<file path="src/rtl/fir_xifu_pkg.sv">
// Shared types for the FIR XIFU writeback stage: EX->WB payload, RF write port,
// optional EX forwarding bundle, queued entry and the WB state encoding.
package fir_xifu_pkg;

  localparam int unsigned NB_REGS = 4;
  localparam int unsigned RD_W    = $clog2(NB_REGS);
  localparam int unsigned ID_W    = 4;

  typedef struct packed {
    logic            valid;
    logic [ID_W-1:0] id;
    logic [RD_W-1:0] rd;
    logic            write;
    logic [4:0]      core_rd;
    logic            core_we;
    logic [31:0]     result;
  } fir_xifu_ex2wb_t;

  typedef struct packed {
    logic            write;
    logic [RD_W-1:0] rd;
    logic [31:0]     result;
  } fir_xifu_wb2regfile_t;

  typedef struct packed {
    logic            valid;
    logic [RD_W-1:0] rd;
    logic [31:0]     result;
  } fir_xifu_wb2ex_fwd_t;

  typedef struct packed {
    logic [ID_W-1:0] id;
    logic [RD_W-1:0] rd;
    logic            write;
    logic [4:0]      core_rd;
    logic            core_we;
    logic [31:0]     result;
  } fir_xifu_wb_entry_t;

  typedef enum logic [1:0] {
    WB_IDLE,
    WB_WAIT_COMMIT,
    WB_RESULT
  } fir_xifu_wb_state_e;

endpackage

</file>
<file path="src/rtl/fir_xifu_wb_fifo.sv">
// In-order result queue for the WB stage. DEPTH must be a power of two so the
// pointers wrap naturally; the extra count bit separates full from empty.
module fir_xifu_wb_fifo #(
  parameter int unsigned DEPTH   = 2,
  parameter type         entry_t = logic [7:0]
) (
  input  logic   clk_i,
  input  logic   rst_i,
  input  logic   push_i,
  input  entry_t data_i,
  input  logic   pop_i,
  output logic   full_o,
  output logic   empty_o,
  output logic   last_o,
  output entry_t head_o
);

  localparam int unsigned PTR_W = $clog2(DEPTH);
  localparam int unsigned CNT_W = PTR_W + 1;

  entry_t             r_mem [DEPTH];
  logic [PTR_W-1:0]   r_wr_ptr;
  logic [PTR_W-1:0]   r_rd_ptr;
  logic [CNT_W-1:0]   r_count;
  logic               w_push;
  logic               w_pop;

  assign full_o  = (r_count == CNT_W'(DEPTH));
  assign empty_o = (r_count == '0);
  assign last_o  = (r_count == CNT_W'(1));
  assign head_o  = r_mem[r_rd_ptr];

  assign w_push = push_i & ~full_o;
  assign w_pop  = pop_i & ~empty_o;

  always_ff @(posedge clk_i) begin
    if (w_push) r_mem[r_wr_ptr] <= data_i;
  end

  always_ff @(posedge clk_i) begin
    if (rst_i) begin
      r_wr_ptr <= '0;
      r_rd_ptr <= '0;
      r_count  <= '0;
    end else begin
      if (w_push) r_wr_ptr <= r_wr_ptr + PTR_W'(1);
      if (w_pop)  r_rd_ptr <= r_rd_ptr + PTR_W'(1);
      if (w_push && !w_pop)      r_count <= r_count + CNT_W'(1);
      else if (!w_push && w_pop) r_count <= r_count - CNT_W'(1);
    end
  end

endmodule

</file>
<file path="src/rtl/fir_xifu_wb.sv">
// FIR XIFU writeback: queues EX results, waits for commit/kill per id, then does one
// RF write and/or one X-IF result per committed entry. Option: FIR_XIFU_WB_FWD_EN.
module fir_xifu_wb
  import fir_xifu_pkg::*;
#(
  parameter int unsigned DEPTH = 2
) (
  input  logic                 clk_i,
  input  logic                 rst_i,
  input  fir_xifu_ex2wb_t      ex2wb_i,
  output logic                 wb2ex_ready_o,
  input  logic                 commit_valid_i,
  input  logic [ID_W-1:0]      commit_id_i,
  input  logic                 commit_kill_i,
  output fir_xifu_wb2regfile_t wb2regfile_o,
`ifdef FIR_XIFU_WB_FWD_EN
  output fir_xifu_wb2ex_fwd_t  wb2ex_fwd_o,
`endif
  output logic                 result_valid_o,
  input  logic                 result_ready_i,
  output logic [ID_W-1:0]      result_id_o,
  output logic [4:0]           result_rd_o,
  output logic                 result_we_o,
  output logic [31:0]          result_data_o
);

  localparam int unsigned NB_IDS = 2 ** ID_W;

  fir_xifu_wb_state_e r_state;
  logic [NB_IDS-1:0]  r_seen;
  logic [NB_IDS-1:0]  r_kill;
  logic               r_res_valid;
  logic [ID_W-1:0]    r_res_id;
  logic [4:0]         r_res_rd;
  logic               r_res_we;
  logic [31:0]        r_res_data;

  fir_xifu_wb_entry_t w_push_entry;
  fir_xifu_wb_entry_t w_head;
  fir_xifu_wb_state_e w_after_pop;
  logic               w_full, w_empty, w_last;
  logic               w_push, w_pop, w_rf_we;
  logic               w_head_seen, w_head_kill;

  assign w_push_entry = '{id:      ex2wb_i.id,
                          rd:      ex2wb_i.rd,
                          write:   ex2wb_i.write,
                          core_rd: ex2wb_i.core_rd,
                          core_we: ex2wb_i.core_we,
                          result:  ex2wb_i.result};
  assign w_push = ex2wb_i.valid & ~w_full;

  fir_xifu_wb_fifo #(
    .DEPTH   (DEPTH),
    .entry_t (fir_xifu_wb_entry_t)
  ) u_fifo (
    .clk_i   (clk_i),
    .rst_i   (rst_i),
    .push_i  (w_push),
    .data_i  (w_push_entry),
    .pop_i   (w_pop),
    .full_o  (w_full),
    .empty_o (w_empty),
    .last_o  (w_last),
    .head_o  (w_head)
  );

  // Ready comes only from the registered count, never from result_ready_i.
  assign wb2ex_ready_o = ~w_full;

  assign w_head_seen = r_seen[w_head.id];
  assign w_head_kill = r_kill[w_head.id];
  assign w_after_pop = (w_last && !w_push) ? WB_IDLE : WB_WAIT_COMMIT;

  always_comb begin
    w_pop   = 1'b0;
    w_rf_we = 1'b0;
    unique case (r_state)
      WB_WAIT_COMMIT: begin
        if (w_head_seen && w_head_kill) begin
          w_pop = 1'b1;
        end else if (w_head_seen && !w_head.core_we) begin
          w_pop   = 1'b1;
          w_rf_we = w_head.write;
        end
      end
      WB_RESULT: begin
        if (result_ready_i) begin
          w_pop   = 1'b1;
          w_rf_we = w_head.write;
        end
      end
      default: ;
    endcase
  end

  always_comb begin
    wb2regfile_o = '0;
    if (w_rf_we) begin
      wb2regfile_o.write  = 1'b1;
      wb2regfile_o.rd     = w_head.rd;
      wb2regfile_o.result = w_head.result;
    end
  end

`ifdef FIR_XIFU_WB_FWD_EN
  assign wb2ex_fwd_o = '{valid:  wb2regfile_o.write,
                         rd:     wb2regfile_o.rd,
                         result: wb2regfile_o.result};
`endif

  // A commit in the same cycle as a retire of that id is applied last and wins.
  always_ff @(posedge clk_i) begin
    if (rst_i) begin
      r_seen <= '0;
      r_kill <= '0;
    end else begin
      if (w_pop) begin
        r_seen[w_head.id] <= 1'b0;
        r_kill[w_head.id] <= 1'b0;
      end
      if (commit_valid_i) begin
        r_seen[commit_id_i] <= 1'b1;
        r_kill[commit_id_i] <= commit_kill_i;
      end
    end
  end

  always_ff @(posedge clk_i) begin
    if (rst_i) begin
      r_state     <= WB_IDLE;
      r_res_valid <= 1'b0;
      r_res_id    <= '0;
      r_res_rd    <= '0;
      r_res_we    <= 1'b0;
      r_res_data  <= '0;
    end else begin
      unique case (r_state)
        WB_IDLE: begin
          if (!w_empty) r_state <= WB_WAIT_COMMIT;
        end
        WB_WAIT_COMMIT: begin
          if (w_head_seen && !w_head_kill && w_head.core_we) begin
            r_state     <= WB_RESULT;
            r_res_valid <= 1'b1;
            r_res_id    <= w_head.id;
            r_res_rd    <= w_head.core_rd;
            r_res_we    <= 1'b1;
            r_res_data  <= w_head.result;
          end else if (w_pop) begin
            r_state <= w_after_pop;
          end
        end
        WB_RESULT: begin
          if (result_ready_i) begin
            r_state     <= w_after_pop;
            r_res_valid <= 1'b0;
            r_res_id    <= '0;
            r_res_rd    <= '0;
            r_res_we    <= 1'b0;
            r_res_data  <= '0;
          end
        end
        default: r_state <= WB_IDLE;
      endcase
    end
  end

  assign result_valid_o = r_res_valid;
  assign result_id_o    = r_res_id;
  assign result_rd_o    = r_res_rd;
  assign result_we_o    = r_res_we;
  assign result_data_o  = r_res_data;

  a_no_double_commit: assert property (@(posedge clk_i) disable iff (rst_i)
    (commit_valid_i && r_seen[commit_id_i]) |-> (w_pop && (w_head.id == commit_id_i)))
    else $error("commit to an id whose slot is already seen");

endmodule

</file>
<file path="config.mk">
export PLATFORM = sky130hd
export DESIGN_NAME = fir_xifu_wb
export DESIGN_NICKNAME = d
export VERILOG_FILES = /design/src/rtl/fir_xifu_pkg.sv /design/src/rtl/fir_xifu_wb_fifo.sv /design/src/rtl/fir_xifu_wb.sv
export SDC_FILE = /design/constraint.sdc
export NUM_CORES = 1
export LEC_CHECK = 0
export CAP_MARGIN = 10
export CORE_ASPECT_RATIO = 1.4
export CORE_UTILIZATION = 45
export CTS_BUF_LIST = sky130_fd_sc_hd__clkbuf_2
export CTS_CLUSTER_SIZE = 16
export DETAILED_ROUTE_END_ITERATION = 10
export PLACE_DENSITY = 0.74
export SYNTH_ARGS = -nofsm -noshare
export SYNTH_HDL_FRONTEND = slang
export SYNTH_HIERARCHICAL = 1
export SYNTH_SLANG_ARGS = --single-unit
</file>
<file path="constraint.sdc">
create_clock -name clk_i -period 8.1 [get_ports clk_i]
set_input_delay 2.43 -clock clk_i [delete_from_list [all_inputs] [get_ports clk_i]]
set_output_delay 2.43 -clock clk_i [all_outputs]
set_load 0.01 [all_outputs]
</file>
### Word-level counts from Yosys, hierarchy flattened

Memories as Yosys holds them, arrays and structs flattened. A register that Yosys moved wholly into a read port is not among the register bits.
Index checks and enable logic that the tools add are counted.
W data, S select, Z words.

| cells by class | value |
|---|---|
| add/sub/neg operators | 4 |
| $lt $le $gt $ge | 4 |
| equality and inequality tests | 8 |
| multiplexer cells | 48 |
| bitwise gates (word level) | 9 |
| reduce and logical (&&, ||, !) cells | 20 |

Operator list:

| cell | count |
|---|---|
| $mux W16 | 6 |
| $mux W32 | 2 |
| $pmux W32 S2 | 1 |
| $mux W35 | 1 |
| $and A16 B16 Y16 | 2 |
| $mux W1 | 17 |
| $bwmux W16 | 1 |
| $not A16 Y16 | 1 |
| $or A16 B16 Y16 | 1 |
| $mux W2 | 6 |
| $lt A4 B5 Y1 const B | 2 |
| $mux W5 | 2 |
| $pmux W5 S2 | 1 |
| $logic_and A1 B1 Y1 | 9 |
| $bmux W1 S4 | 2 |
| $demux W1 S4 | 2 |
| $ge A4 B1 Y1 const B | 2 |
| $mux W4 | 2 |
| $pmux W4 S2 | 1 |
| $ne A2 B2 Y1 const B | 3 |
| $pmux W1 S2 | 3 |
| $pmux W2 S3 | 1 |
| $reduce_and A3 Y1 | 2 |
| $logic_not A1 Y1 | 5 |
| 10 further kinds | 18 |

| storage, ports and cells | value |
|---|---|
| register bits | 80 |
| memory bits (writable) | 90 |
| input bits | 55 |
| output and inout bits | 79 |
| logic and storage cells | 104 |
| memories kept | 1 |

Memories:

| memory | words | bits a word | read ports | clocked after Yosys merged registers in | write ports | line | RTL |
|---|---|---|---|---|---|---|---|
| u_fifo.r_mem | 2 | 45 | 1 | 1 | 1 | fir_xifu_wb_fifo.sv:21 | `entry_t r_mem [DEPTH];` |

### Depth between registers and ports, before layout

Gate-level depths: netlist (run 1).

| logic depth | value |
|---|---|
| depth after elaboration | 10 |
| depth in mapped cells | 18 |
| mapped depth without buffers | 12 |

### Cells and area by module

Netlist (run 1), hierarchy kept.

Modules (own cells, without submodules):

| module | times used | cells each | area an instance (um2) | seq. area each (um2) |
|---|---|---|---|---|
| fir_xifu_wb | 1 | 437 | 3794.9 | 1521.5 |
| fir_xifu_wb_fifo | 1 | 166 | 3709.8 | 2802.7 |

### Worst setup path before layout (run 1)

OpenSTA, ideal clock, no wires.

| path | value |
|---|---|
| path kind | input-to-output |
| from | in result_ready_i |
| to | out wb2regfile_o[0] in the netlist's numbering |
| data arrival time | 3198 ps |
| data required time | 5670 ps |
| path slack | 2472 ps |
| cell stages on the path | 4 |
| path buffers | 1 |
| cell sequence | nand2_1 -> a21oi_1 -> clkbuf_1 -> and2_1 |

RTL lines:

| element | line | RTL |
|---|---|---|
| from (decl) | fir_xifu_wb.sv:20 | `input logic result_ready_i,` |
| to (decl) | fir_xifu_wb.sv:15 | `output fir_xifu_wb2regfile_t wb2regfile_o,` |

==> out/results.tsv, run 1 <==
metric	value	unit
status	finished, violations left	
failed_checks	design-rule violations	
grt_max_degree	59	
synthesis.nets	666	
ys.flop_type	edfxtp_1	
cp_cell_sequence	buf_4 -> mux2_4 -> inv_1 -> a221o_1 -> nor3_1 -> o2111ai_1 -> a21oi_2 -> buf_4 -> and2_1 -> clkdlybuf4s50_1	
avgRoutedWirePerCell	18.63	um
rows	55	
cts_tree	built	
r2r-end	u_fifo/r_count[1]	
synth-async-reset-ratio	0	%
synth_seq_area_share	57.62	%
ff2ff_path_depth	12	
period_minus_slack	6785	ps
endpoint_kind	primary output	
postLayoutCoreUtil	56.22	%
synth-warning-count	6	
layout.nets	785	
drc_errors	4	
vias	5239	
p_switching	0.7226	mW
cpMostUsedCell	buf_4	
final_cell_mix	clkdlybuf4s50_1, edfxtp_1, dfxtp_1, nand2_1, o2bb2ai_1	
wl_met2	9.231	mm
comb_power_share	28.9	%
setup_viol	0	
report.final.slew_viol_count	0	
powerDensity	241.4	nW/um2
hp-start	result_data_o[4]	
fin_crit_sh	83.77	%
synthDistinctLibCells	52	
clock_sinks	171	
syn2layout_area_growth	21.66	%
fin_tns_setup	0	ps
path_delay_family	buffers and inverters	
grt_pass1_vias	5442	
hold_violations	0	
antenna_found_initial	1	
min_path_type	reg -> reg	
grt_use_total	20.96	%
dr.max_layer_used	met4	
vias_per_cell	5.603	
root_buffer	clkbuf_2	
r2r_slack	3320	ps
port_buffers	133	
ios	134	
max_freq	147.4	MHz
fillers	1372	
cp_max_fo	41	
fp.coreArea	16240	um2
criticalPathCategory	reg -> out	
p_int	1.482	mW
die_w	111.1	um
dp_hpwl	11.59	mm
required	5670	ps
critPathSlowestCell	buf_4	
rsz0062_at_grt	false	
synth_edf_count	90	
relSlewSlack	24.50	%
gp_congestion	0.8623	
wl_met1	6.671	mm
cap_violations	0	
avgSynthCellArea	12.45	um2
place_inst	902	
antenna_left	0	
holdPathEnd	result_data_o[4]	
fin_area	9130	um2
clock_skew	27.92	ps
htreeDepth	4	
ir_worst_vdd	0.1666	mV
p_clk_share	20.9	%
die_h	154.8	um
initial_core_util	46.21	%
first_iter_violations	303	
post_cts_buffers	0	
arrival	4360	ps
routed-wl-met3	1.231	mm
path_clk_slew	240	ps
p_seq_share	50.2	%
power.share.switching	32.79	%
grt-ovfl-total	0	
whs	473.7	ps
critPathMaxStageDelay	620	ps
leakage	3.238	nW
placed_cell_area	8877	um2
layout_commonest_cell	clkdlybuf4s50_1	
netlist_area	7505	um2
tightest_slew	1130	ps
clock_latency	710	ps
syn_inst	603	
cp_num_buf_inv	4	
cts_made_buffers	17	
dr.pass1.iters	8	
wl	17.42	mm
holdBufCountCts	0	
ctsResizeCount	0	
stdcell_count	935	
drive_gt1_share	13.47	%
ys_ff_latch	171	
worst_setup_path_start_kind	flip-flop	
hold_depth	2	
grt_pass1_wl	27.70	mm
die_area	17210	um2
cts_max_path_buffers	2	
[synthesized netlist by cell type, drive strengths merged (2+ instances only)]
cell type  instances  share of area, %
a22oi              7              0.77
a2111oi            2              0.48
and2              39               3.3
nor3               6              0.47
ha                 8               1.3
clkbuf            16              0.80
o2bb2ai           41               4.8
edfxtp            90                36
o22ai              4              0.33
buf               25               3.0
dfxtp             81                22
nand2             67               3.4
nor3b              2              0.20
nor2b              6              0.50
inv               10              0.50
a41o              15               2.0
nand2b             4              0.43
or2                4              0.33
a311oi            16               1.9
xnor2              2              0.23
nor2              37               1.9
a211oi             2              0.33
o21ai             15               1.0
a31oi              4              0.33
nand3              7              0.47
mux2              45               8.8
mux2i             17               2.3
and3               2              0.17
a21oi             17               1.1
[registers in the layout (all words and copies together) (netlist names), named ones only]
register	count
u_fifo/r_wr_ptr	1
u_fifo/r_rd_ptr	1
result_data_o	32
result_id_o	4
result_we_o	1
u_fifo/r_mem	90
r_kill	16
result_rd_o	5
r_seen	16
r_state	2
u_fifo/r_count	2
[cell families after synthesis]
group	synth area share, %
adders and majority gates	1.334
and+or+nand+nor	11.22
AOI/OAI and AO/OA	14.12
buffers and inverters	4.335
xor gates and xnor gates	0.3502
DFF	57.62
muxes	11.02
[power groups by stage]
stage	sequential [mW]	combinational (mW)	clock, mW
floorplan	1.13	0.436	0
global placement	1.12	0.625	0
detailed placement	1.13	0.636	0
CTS	1.11	0.640	0.478
global route	1.12	0.692	0.511
finish	1.11	0.637	0.461
[layout make-up]
| class | count | area [um2] | area share [%] |
|---|---|---|---|
| diodes | 1 | 2.502 | 0.02741 |
| clock buffers | 19 | 95.09 | 1.042 |
| clock inverters | 13 | 155.1 | 1.699 |
| inverters | 10 | 37.54 | 0.4111 |
| multi-input cells | 381 | 2874 | 31.48 |
| flip-flops and latches | 171 | 4325 | 47.38 |
| well taps | 199 | 249.0 | 2.727 |
| repair buffers | 141 | 1391 | 15.24 |
[through the flow]
stage / setup slack, ps / power (mW)
after floorplan: 2472 / 1.565
after global placement: 1492 / 1.742
after detailed placement: 1445 / 1.763
after CTS: 1177 / 2.226
after global routing: 927.1 / 2.320
final: 1315 / 2.204
[metal layers]
metal | up-vias | track usage [%]
met4 | 0 | 6.757
met5 | - | 0
met1 | 2540 | 22.59
li1 | 2471 | -
met3 | 24 | 6.544
met2 | 204 | 38.84
[worst max-delay path by stage]
stage / from / endpoint / slack [ps] / depth (start not counted)
final: flip-flop / wb2regfile_o[14] / 1310 / 10
after global routing: flip-flop / wb2regfile_o[13] / 930 / 10
after CTS: flip-flop / wb2regfile_o[16] / 1180 / 10
after detailed placement: result_ready_i / wb2regfile_o[16] / 1450 / 6
after global placement: result_ready_i / wb2regfile_o[3] / 1490 / 6
after floorplan: result_ready_i / wb2regfile_o[0] / 2470 / 4
[worst register-to-register path, cell delays in order, from the launching register on]
cell and delay, ps:
dfxtp_2 500, buf_4 620, mux2_4 430, inv_1 120
a221o_1 310, or2_1 270, a2111oi_4 870, or2_1 670
and2_1 270, nand2b_4 70, ha_1 320, mux2i_1 190
nor2_1 50
Note: power is estimated with default switching activity, not from simulation.
==> run 2, diff against run 1 <==
--- a/config.mk
+++ b/config.mk
@@ -11,7 +11,7 @@
 export CTS_BUF_LIST = sky130_fd_sc_hd__clkbuf_2
 export CTS_CLUSTER_SIZE = 16
 export DETAILED_ROUTE_END_ITERATION = 10
-export PLACE_DENSITY = 0.74
+export PLACE_DENSITY = 0.77
 export SYNTH_ARGS = -nofsm -noshare
 export SYNTH_HDL_FRONTEND = slang
 export SYNTH_HIERARCHICAL = 1
==> constraint.sdc (replaced) <==
create_clock -name clk_i -period 6 [get_ports clk_i]
set_input_delay 1.8 -clock clk_i [delete_from_list [all_inputs] [get_ports clk_i]]
set_output_delay 1.8 -clock clk_i [all_outputs]
set_load 0.01 [all_outputs]
==> run 2 against run 1 <==
  * Hold slack better by 4.1 ps
  * Critical path depth decreased by 1
  * Routed wire length up 1.3%
  * Utilization grew 0.17 points
  * Sequential cell count unchanged
  * Final cell count stayed put
  * Clock skew increased by 13 ps
  * Count of clock-buffer cells in the layout decreased by 2
  * The run still ends with design-rule violations left
  * Die area unchanged
  * Global-route usage decreased by 0.45 points
  * Non-clock buffer count did not move
  * Sequential share of layout area fell by 0.12 points
==> out/results.tsv, run 2 (same netlist as run 1, synthesis figures left out) <==
metric	value	unit	change
cts_max_path_buffers	2		unchanged
fillers	1343		-2.1%
port_buffers	133		unchanged
min_path_type	reg -> reg		
grt_pass1_vias	5462		+0.37%
regArea	4328	um2	about the same
ff2ff_path_depth	12		unchanged
criticalPathCategory	reg -> out		
post_cts_buffers	0		unchanged
dr.pass1.iters	8		unchanged
cp_cell_sequence	mux2_4 -> mux2i_1 -> a221o_1 -> nor3_2 -> o2111ai_1 -> a21oi_2 -> buf_8 -> and2_1 -> clkdlybuf4s50_1		
relSlewSlack	23.08	%	-1.4 points
power.share.switching	34.04	%	+1.3 points
avgRoutedWirePerCell	18.88	um	+1.3%
layout.nets	786		+0.13%
report.final.slew_viol_count	0		unchanged
status	finished, violations left		
grt_use_total	20.51	%	-0.45 points
cp_num_buf_inv	2		-2
arrival	3940	ps	-420 ps
drive_gt1_share	13.59	%	+0.12 points
leakage	3.246	nW	+0.24%
path_clk_slew	270	ps	+30 ps
grt_pass1_wl	27.36	mm	-1.2%
worst_setup_path_start_kind	flip-flop		
r2r-end	u_fifo/r_count[1]		
crit_cells	9		-1
tightest_slew	1154	ps	+23.79 ps
first_iter_violations	400		+32%
layout_commonest_cell	clkdlybuf4s50_1		
gp_congestion	0.9101		+5.5%
hold_violations	0		unchanged
largest_register	u_fifo/r_mem		
fin_tns_setup	0	ps	unchanged
failed_checks	design-rule violations		
cts_tree	built		
setup_viol	0		unchanged
clock_sinks	171		unchanged
wl	17.65	mm	+1.3%
crit_end	wb2regfile_o[31]		
place_inst	902		unchanged
multiInputGateArea	2890	um2	+0.57%
antenna_found_initial	0		-1
die_area	17210	um2	unchanged
die_w	111.1	um	unchanged
rows	55		unchanged
stdcell_count	935		unchanged
clock_skew	41.41	ps	+13.48 ps
largest_reg_flops	90		unchanged
fp.coreArea	16240	um2	unchanged
rsz0062_at_grt	false		
htreeDepth	4		unchanged
p_int	1.974	mW	+33%
period_minus_slack	5740	ps	
required	4200	ps	-1470 ps
drc_errors	4		unchanged
cts_made_buffers	17		unchanged
fin_crit_sh	95.67	%	
syn2layout_area_growth	22.02	%	
final_cell_mix	clkdlybuf4s50_1, edfxtp_1, dfxtp_1, nand2_1, o2bb2ai_1		
r2r_slack	1930	ps	-1390 ps
powerDensity	326.7	nW/um2	+35%
dp_hpwl	11.78	mm	+1.6%
p_seq_share	50.1	%	about the same
initial_core_util	46.21	%	unchanged
grt-ovfl-total	0		unchanged
diodes	0		-1
p_clk_share	20.7	%	-0.2 points
critPathSlowestCell	clkdlybuf4s50_1		
ios	134		unchanged
ir_worst_vdd	0.1790	mV	+7.4%
clock_latency	730	ps	+20 ps
comb_power_share	29.2	%	+0.3 points
max_freq	174.2	MHz	
endpoint_kind	primary output		
p_switching	1.019	mW	+41%
cp_max_fo	35		-15%
critPathMaxStageDelay	580	ps	-40 ps
root_buffer	clkbuf_2		
cap_violations	0		unchanged
grt_max_degree	59		unchanged
antenna_left	0		unchanged
path_delay_family	compound AO/OA/AOI/OAI gates		
vias	5338		+1.9%
vias_per_cell	5.709		+1.9%
die_h	154.8	um	unchanged
==> run 2: cell types whose count changed in the layout (fill, tap and decap cells not counted), sizes merged <==
| cell | previous run | this run |
|---|---|---|
| clkinv | 3 | 4 |
| clkinvlp | 2 | 1 |
| bufinv | 2 | 1 |
| diode | 1 | 0 |
| clkbuf | 19 | 17 |
| inv | 16 | 19 |
| mux2 | 45 | 46 |
==> run 2: timing repair <==
| action | in CTS | in global routing |
|---|---|---|
| gates resized for setup | 0 | 3 |
| hold buffers | 0 | 0 |
| setup endpoints to repair | 0 | 34 |
==> run 2: stage by stage <==
stage	total power, mW	setup WS, ps	hold WS [ps]	instance area (um2)	utilization, %
after floorplan	2.113	1404	443.5	7505	-
after global placement	2.350	652.6	448.7	8880	54.68
after detailed placement	2.388	561.5	452.7	8880	54.68
after CTS	3.006	54.22	480.1	9134	56.24
after global routing	3.139	47.40	494.8	9158	56.39
final	2.992	260.1	477.8	9158	56.39
==> run 2: final cells by class <==
class,instances,area share [%]
repair buffers,141,15.28
well taps,199,2.719
multi-input cells,382,31.56
clock inverters,15,1.845
flip-flops and latches,171,47.26
inverters,10,0.4099
clock buffers,17,0.9291
==> run 2: how the worst min path moves through the flow <==
stage | start | to | cells after the start
finish | result_data_o[30] | result_data_o[30] | 2
floorplan | u_fifo/r_rd_ptr | flip-flop | 2
CTS | result_rd_o[2] | result_rd_o[2] | 2
global route | result_data_o[24] | result_data_o[24] | 2
global placement | result_data_o[4] | result_data_o[4] | 2
detailed placement | result_rd_o[2] | result_rd_o[2] | 2
==> run 2: per-layer routing <==
layer,vias up,wire [um],global-route usage [%]
met5,-,0,0
met4,0,479,8.687
met3,40,1148,5.172
met2,233,9354,37.53
met1,2582,6672,22.49
li1,2483,-,-
==> run 2: power by group through the flow <==
stage          clock [mW]  combinational, mW  sequential, mW
4_1_cts             0.640              0.867            1.50
3_3_place_gp            0              0.839            1.51
5_1_grt             0.685              0.940            1.51
2_1_floorplan           0              0.589            1.52
3_5_place_dp            0              0.863            1.52
6_report            0.620              0.874            1.50
==> run 2: worst min-delay path, cell delays in order (launching register included) <==
cell,delay (ps)
dfxtp_1,370
nand2_1,50
o2bb2ai_1,60
